==> src/rtl/pc_unit.sv <==
`default_nettype none
// ============================================================================
//  Module      : pc_unit
//  Description : Program counter for the 2A03 datapath. A single counter with
//                carry/borrow across the full address: increment, decrement,
//                byte/full loads, vector load, and a two-step relative branch
//                (low byte first, then a page-crossing fix-up of the high byte).
//  Revision    : 1.0 - initial release
// ============================================================================
module pc_unit #(
    parameter int                       LO_W      = 8,
    parameter int                       HI_W      = 8,
    parameter logic [LO_W+HI_W-1:0]     RESET_VAL = 16'hFFFC
) (
    input  logic                        clk,
    input  logic                        rst,
    input  logic [2:0]                  cmd,
    input  logic [LO_W-1:0]             l_data,
    input  logic [HI_W-1:0]             h_data,
    input  logic [LO_W-1:0]             offset,
    output logic                        ready,
    output logic [LO_W+HI_W-1:0]        pc_out,
    output logic [LO_W-1:0]             l_out,
    output logic [HI_W-1:0]             h_out,
    output logic                        page_cross,
    output logic                        wrap
);

    localparam int PC_W = LO_W + HI_W;

    localparam logic [2:0] C_CMD_HOLD     = 3'd0;
    localparam logic [2:0] C_CMD_INC      = 3'd1;
    localparam logic [2:0] C_CMD_DEC      = 3'd2;
    localparam logic [2:0] C_CMD_LOAD_L   = 3'd3;
    localparam logic [2:0] C_CMD_LOAD_H   = 3'd4;
    localparam logic [2:0] C_CMD_LOAD_ALL = 3'd5;
    localparam logic [2:0] C_CMD_BRANCH   = 3'd6;
    localparam logic [2:0] C_CMD_VEC      = 3'd7;

    localparam logic [PC_W-1:0] C_PC_ONE = {{(PC_W-1){1'b0}}, 1'b1};
    localparam logic [HI_W-1:0] C_HI_ONE = {{(HI_W-1){1'b0}}, 1'b1};

    typedef enum logic [0:0] {
        ST_IDLE = 1'b0,
        ST_FIX  = 1'b1
    } state_t;

    state_t            r_state;
    logic [LO_W-1:0]   r_pcl;
    logic [HI_W-1:0]   r_pch;
    logic              r_adj_dec;      // pending fix-up direction: 1 = PCH-1, 0 = PCH+1
    logic              r_page_cross;
    logic              r_wrap;

    logic [PC_W-1:0]   w_pc;
    logic [LO_W:0]     w_br_sum;
    logic              w_adj_up;
    logic              w_adj_dn;

    assign w_pc     = {r_pch, r_pcl};
    assign w_br_sum = {1'b0, r_pcl} + {1'b0, offset};
    // Forward offset that carried out needs PCH+1; backward offset that did
    // not carry (i.e. borrowed) needs PCH-1.
    assign w_adj_up = ~offset[LO_W-1] &  w_br_sum[LO_W];
    assign w_adj_dn =  offset[LO_W-1] & ~w_br_sum[LO_W];

    assign ready      = (r_state == ST_IDLE);
    assign pc_out     = w_pc;
    assign l_out      = r_pcl;
    assign h_out      = r_pch;
    assign page_cross = r_page_cross;
    assign wrap       = r_wrap;

    // Command execution and branch fix-up state machine; event pulses default low.
    always_ff @(posedge clk) begin
        if (rst) begin
            r_state      <= ST_IDLE;
            {r_pch, r_pcl} <= RESET_VAL;
            r_adj_dec    <= 1'b0;
            r_page_cross <= 1'b0;
            r_wrap       <= 1'b0;
        end else begin
            r_page_cross <= 1'b0;
            r_wrap       <= 1'b0;
            case (r_state)
                ST_IDLE: begin
                    case (cmd)
                        C_CMD_HOLD: ;
                        C_CMD_INC: begin
                            {r_pch, r_pcl} <= w_pc + C_PC_ONE;
                            r_wrap         <= &w_pc;
                        end
                        C_CMD_DEC: begin
                            {r_pch, r_pcl} <= w_pc - C_PC_ONE;
                            r_wrap         <= ~|w_pc;
                        end
                        C_CMD_LOAD_L:   r_pcl <= l_data;
                        C_CMD_LOAD_H:   r_pch <= h_data;
                        C_CMD_LOAD_ALL: {r_pch, r_pcl} <= {h_data, l_data};
                        C_CMD_BRANCH: begin
                            r_pcl <= w_br_sum[LO_W-1:0];
                            if (w_adj_up || w_adj_dn) begin
                                r_adj_dec <= w_adj_dn;
                                r_state   <= ST_FIX;
                            end
                        end
                        C_CMD_VEC:      {r_pch, r_pcl} <= RESET_VAL;
                        default: ;
                    endcase
                end
                ST_FIX: begin
                    // Commands are ignored here; PCH wrap is not a full-address wrap.
                    r_pch        <= r_adj_dec ? (r_pch - C_HI_ONE) : (r_pch + C_HI_ONE);
                    r_page_cross <= 1'b1;
                    r_state      <= ST_IDLE;
                end
                default: r_state <= ST_IDLE;
            endcase
        end
    end

endmodule
`default_nettype wire
==> config.mk <==
export PLATFORM = sky130hd
export DESIGN_NAME = pc_unit
export DESIGN_NICKNAME = d
export VERILOG_FILES = /design/src/rtl/pc_unit.sv
export SDC_FILE = /design/constraint.sdc
export NUM_CORES = 1
export LEC_CHECK = 0
export ABC_AREA = 0
export BUFFER_PORTS_ARGS = -buffer_cell sky130_fd_sc_hd__buf_2
export CAP_MARGIN = 15
export CORE_UTILIZATION = 45
export DETAILED_ROUTE_END_ITERATION = 16
export GPL_TIMING_DRIVEN = 0
export PLACE_DENSITY = 0.69
export SLEW_MARGIN = 20
export SYNTH_ARGS = -nofsm -noshare
export SYNTH_HDL_FRONTEND = slang
export SYNTH_SLANG_ARGS = --single-unit
==> constraint.sdc <==
create_clock -name clk -period 3.4 [get_ports clk]
set_input_delay 0 -clock clk [delete_from_list [all_inputs] [get_ports clk]]
set_output_delay 0 -clock clk [all_outputs]
set_load 0.02 [all_outputs]
==> flow_metrics.py <==
metrics = {
    "worst_setup_path": {
        "slowest_stage": "fa_1",
        "critPathLaunchType": "flop",
        "crit_arrival_ns": 3.04,
        "path_class": "reg2reg",
        "worstPathMaxFanout": 11,
        "crit_chain": "ha_1, fa_1, a211oi_1, o21bai_1, a21o_1, a21oi_1, nor2_1, nor2_1, ha_1, nor3_1, mux2i_1, nor2_1",
        "required_ns": 3.55,
        "r2r_slack_ns": 0.51,
        "max_stage_delay_ns": 0.45,
        "critPathCaptureType": "flop",
        "cp_common_cell": "nor2_1",
    },
    "power": {
        "power_per_cell_area_nw_per_um2": 325,
        "irDropWorstVdd_mv": 0.144,
        "p_leak_nw": 1.29,
        "p_total_w": 0.000997,
    },
    "clocking": {
        "ctsHoldBuffers": 0,
        "clk_latency_ns": 0.27,
        "clock-sinks": 20,
        "cts_tree": "built",
        "cts-root-buf": "clkbuf_8",
        "cts.repair.resized": 0,
        "clk_pin_slew_worst_paths_ns": 0.09,
        "cts_setup_buffers": 0,
        "cts_made_buffers": 3,
        "ctsHtreeMaxLevel": 1,
        "cts_buffer_depth": 2,
    },
    "synth": {
        "seq_area_frac_synth": 0.153,
        "yosys.area_share.simple": 0.229,
        "synth_cell_types": 57,
        "synth-async-reset-ratio": 0,
        "synth_edf_count": 0,
        "synth_area_leader_cell": "dfxtp_1",
        "synthAdderAreaFrac": 0.0967,
        "synth_nets": 409,
        "avgSynthCellArea_sq_um": 7.24,
        "ys_ff_latch": 20,
        "synth-xor-area-share": 0.0838,
        "yosys.area.top_type_share": 0.153,
        "ys_top_cells_by_area": "dfxtp_1 15%, ha_1 8.1%, xnor2_1 6.4%",
        "ys.flop_type": "dfxtp_1",
        "synth_compound_area_frac": 0.312,
        "syn_area_sq_um": 2610,
        "muxShareOfSynthArea": 0.00766,
        "synth_top_family_by_area": "compound AO/OA/AOI/OAI gates",
        "yosysWarnings": 0,
        "syn_inst": 361,
    },
    "timing": {
        "worst_slew_pin_slew_ns": 0.768,
        "min_period_ns": 2.89,
        "fmax_ghz": 0.345,
        "hold_violations": 0,
        "fin_tns_setup_ns": 0,
        "setup_viol": 0,
        "rsz0062_at_grt": "false",
        "finalClockSkew_ns": 0.0101,
        "timing.hold.ws_ns": 0.0559,
        "slew_violations": 0,
        "min_period_over_period": 0.851,
        "relSlewSlack": 0.482,
    },
    "cells_and_area": {
        "regArea_sq_um": 400,
        "multi_input_area_sq_um": 1910,
        "layout.nets": 476,
        "layout_common_cells": "70 x buf_2, 31 x o21ai_0, 30 x a21oi_1",
        "area_delta_synth_final_pct": 17.4,
        "fill_cells": 571,
        "final_common_cell": "buf_2",
        "final-instance-count-excl-fill": 499,
        "layout-drive-gt1-share": 0.232,
        "diodes": 0,
    },
    "die": {
        "die-area_sq_um": 6110,
        "initial_core_util": 0.472,
        "core-area_sq_um": 5540,
        "die_x_microns": 78.2,
        "ios": 64,
        "die_h_microns": 78.2,
        "rows": 27,
    },
    "route": {
        "via_count": 2990,
        "wl_per_cell_microns": 16.2,
        "drt_iter0_drc": 292,
        "vias_per_cell": 5.99,
        "ant_nets": 0,
        "drtPass1Iterations": 5,
        "drc": 0,
        "postRouteWirelength_mm": 8.08,
    },
    "placed_design": {
        "port_buffers": 62,
        "routabilityCongestion": 0.900,
        "hpwl_mm": 6.09,
        "placed_cells": 495,
    },
    "global_route": {
        "grt.total_usage": 0.271,
        "grt_pass1_wl_mm": 13.2,
        "grt_max_degree": 12,
        "antenna_found_initial": 0,
        "grt_pass1_vias": 2749,
        "grt-ovfl-total": 0,
    },
    "status": {
        "outcome": "finished clean",
    },
    "job": {
        "maxCapViolations": 0,
    },
    "worst_hold_path": {
        "hp-class": "in2reg",
    },
}
[final timing paths]
check | start | end | cells past startpoint
worst min-delay path | offset[7] | r_state | 3
worst max register to register | l_out[0] | r_adj_dec | 12
worst max-delay path | l_out[0] | r_adj_dec | 12
worst min register to register | h_out[2] | h_out[2] | 2
[final cells by class]
class,instances,share of cell area
Timing Repair Buffer,62,0.101
Inverter,19,0.0232
Buffer,40,0.0767
Clock buffer,4,0.0179
Tap cell,72,0.0294
Multi-Input combinational cell,282,0.621
Sequential cell,20,0.131
[metrics by stage]
stage / setup WS, ns / utilization / cell area (sq um)
global placement: 0.472 / 0.544 / 3010
floorplan: 0.685 / - / 2610
detailed placement: 0.475 / 0.544 / 3010
CTS: 0.454 / 0.554 / 3070
finish: 0.505 / 0.554 / 3070
global route: 0.238 / 0.554 / 3070
[where the power goes]
part	switching (W)	internal, W
combinational	0.000296	0.000214
clock	0.0000931	0.000104
sequential	0.0000362	0.000255
[cells in the mapped netlist, types with 2 or more instances]
library cell,count
o21ai_0,31
a21oi_1,30
nand2_1,23
dfxtp_1,20
nor2_1,20
inv_1,19
xnor2_1,19
ha_1,17
buf_4,16
nand2b_1,13
clkbuf_1,12
nor3_1,11
buf_2,8
a211oi_1,7
a21o_1,7
a31oi_1,7
nand3_1,7
nor4_1,7
a221oi_1,6
nor2b_1,6
o221ai_1,6
xor2_1,6
nand4_1,5
a221o_1,4
o21bai_1,4
o22ai_1,4
o211ai_1,3
or3_1,3
a211o_1,2
and3_1,2
buf_1,2
buf_6,2
fa_1,2
mux2i_1,2
nor3b_1,2
nor4b_1,2
o21ai_1,2
or2_2,2
or4_1,2
[logic make-up (layout without fill, tap and decap cells)]
family,count (synthesis),count (layout)
xor+xnor,25,25
flops,20,20
mux,2,2
compound gates,125,125
simple gates,111,111
buf+inv,59,125
fa+ha+maj,19,19
[state kept, by name, indices dropped and copies added, names as in the netlist]
name / cells
h_out: 8
l_out: 8
page_cross: 1
r_adj_dec: 1
r_state: 1
wrap: 1
[metal layers]
metal / up-vias / global-route usage / share of wire
met5: - / 0 / 0
met4: 0 / 0.0722 / 0.015
met3: 12 / 0.0349 / 0.081
met2: 141 / 0.452 / 0.46
met1: 1382 / 0.364 / 0.45
li1: 1455 / - / -
[worst max-delay path, delay by kind of cell (launching register included)]
| family | cells | cell delay (ns) |
|---|---|---|
| and+or+nand+nor | 4 | 0.40 |
| muxes | 1 | 0.20 |
| AOI/OAI and AO/OA | 4 | 0.74 |
| DFF | 1 | 0.44 |
| adders and majority gates | 3 | 1.00 |
Power figures use the tool's default switching activity.
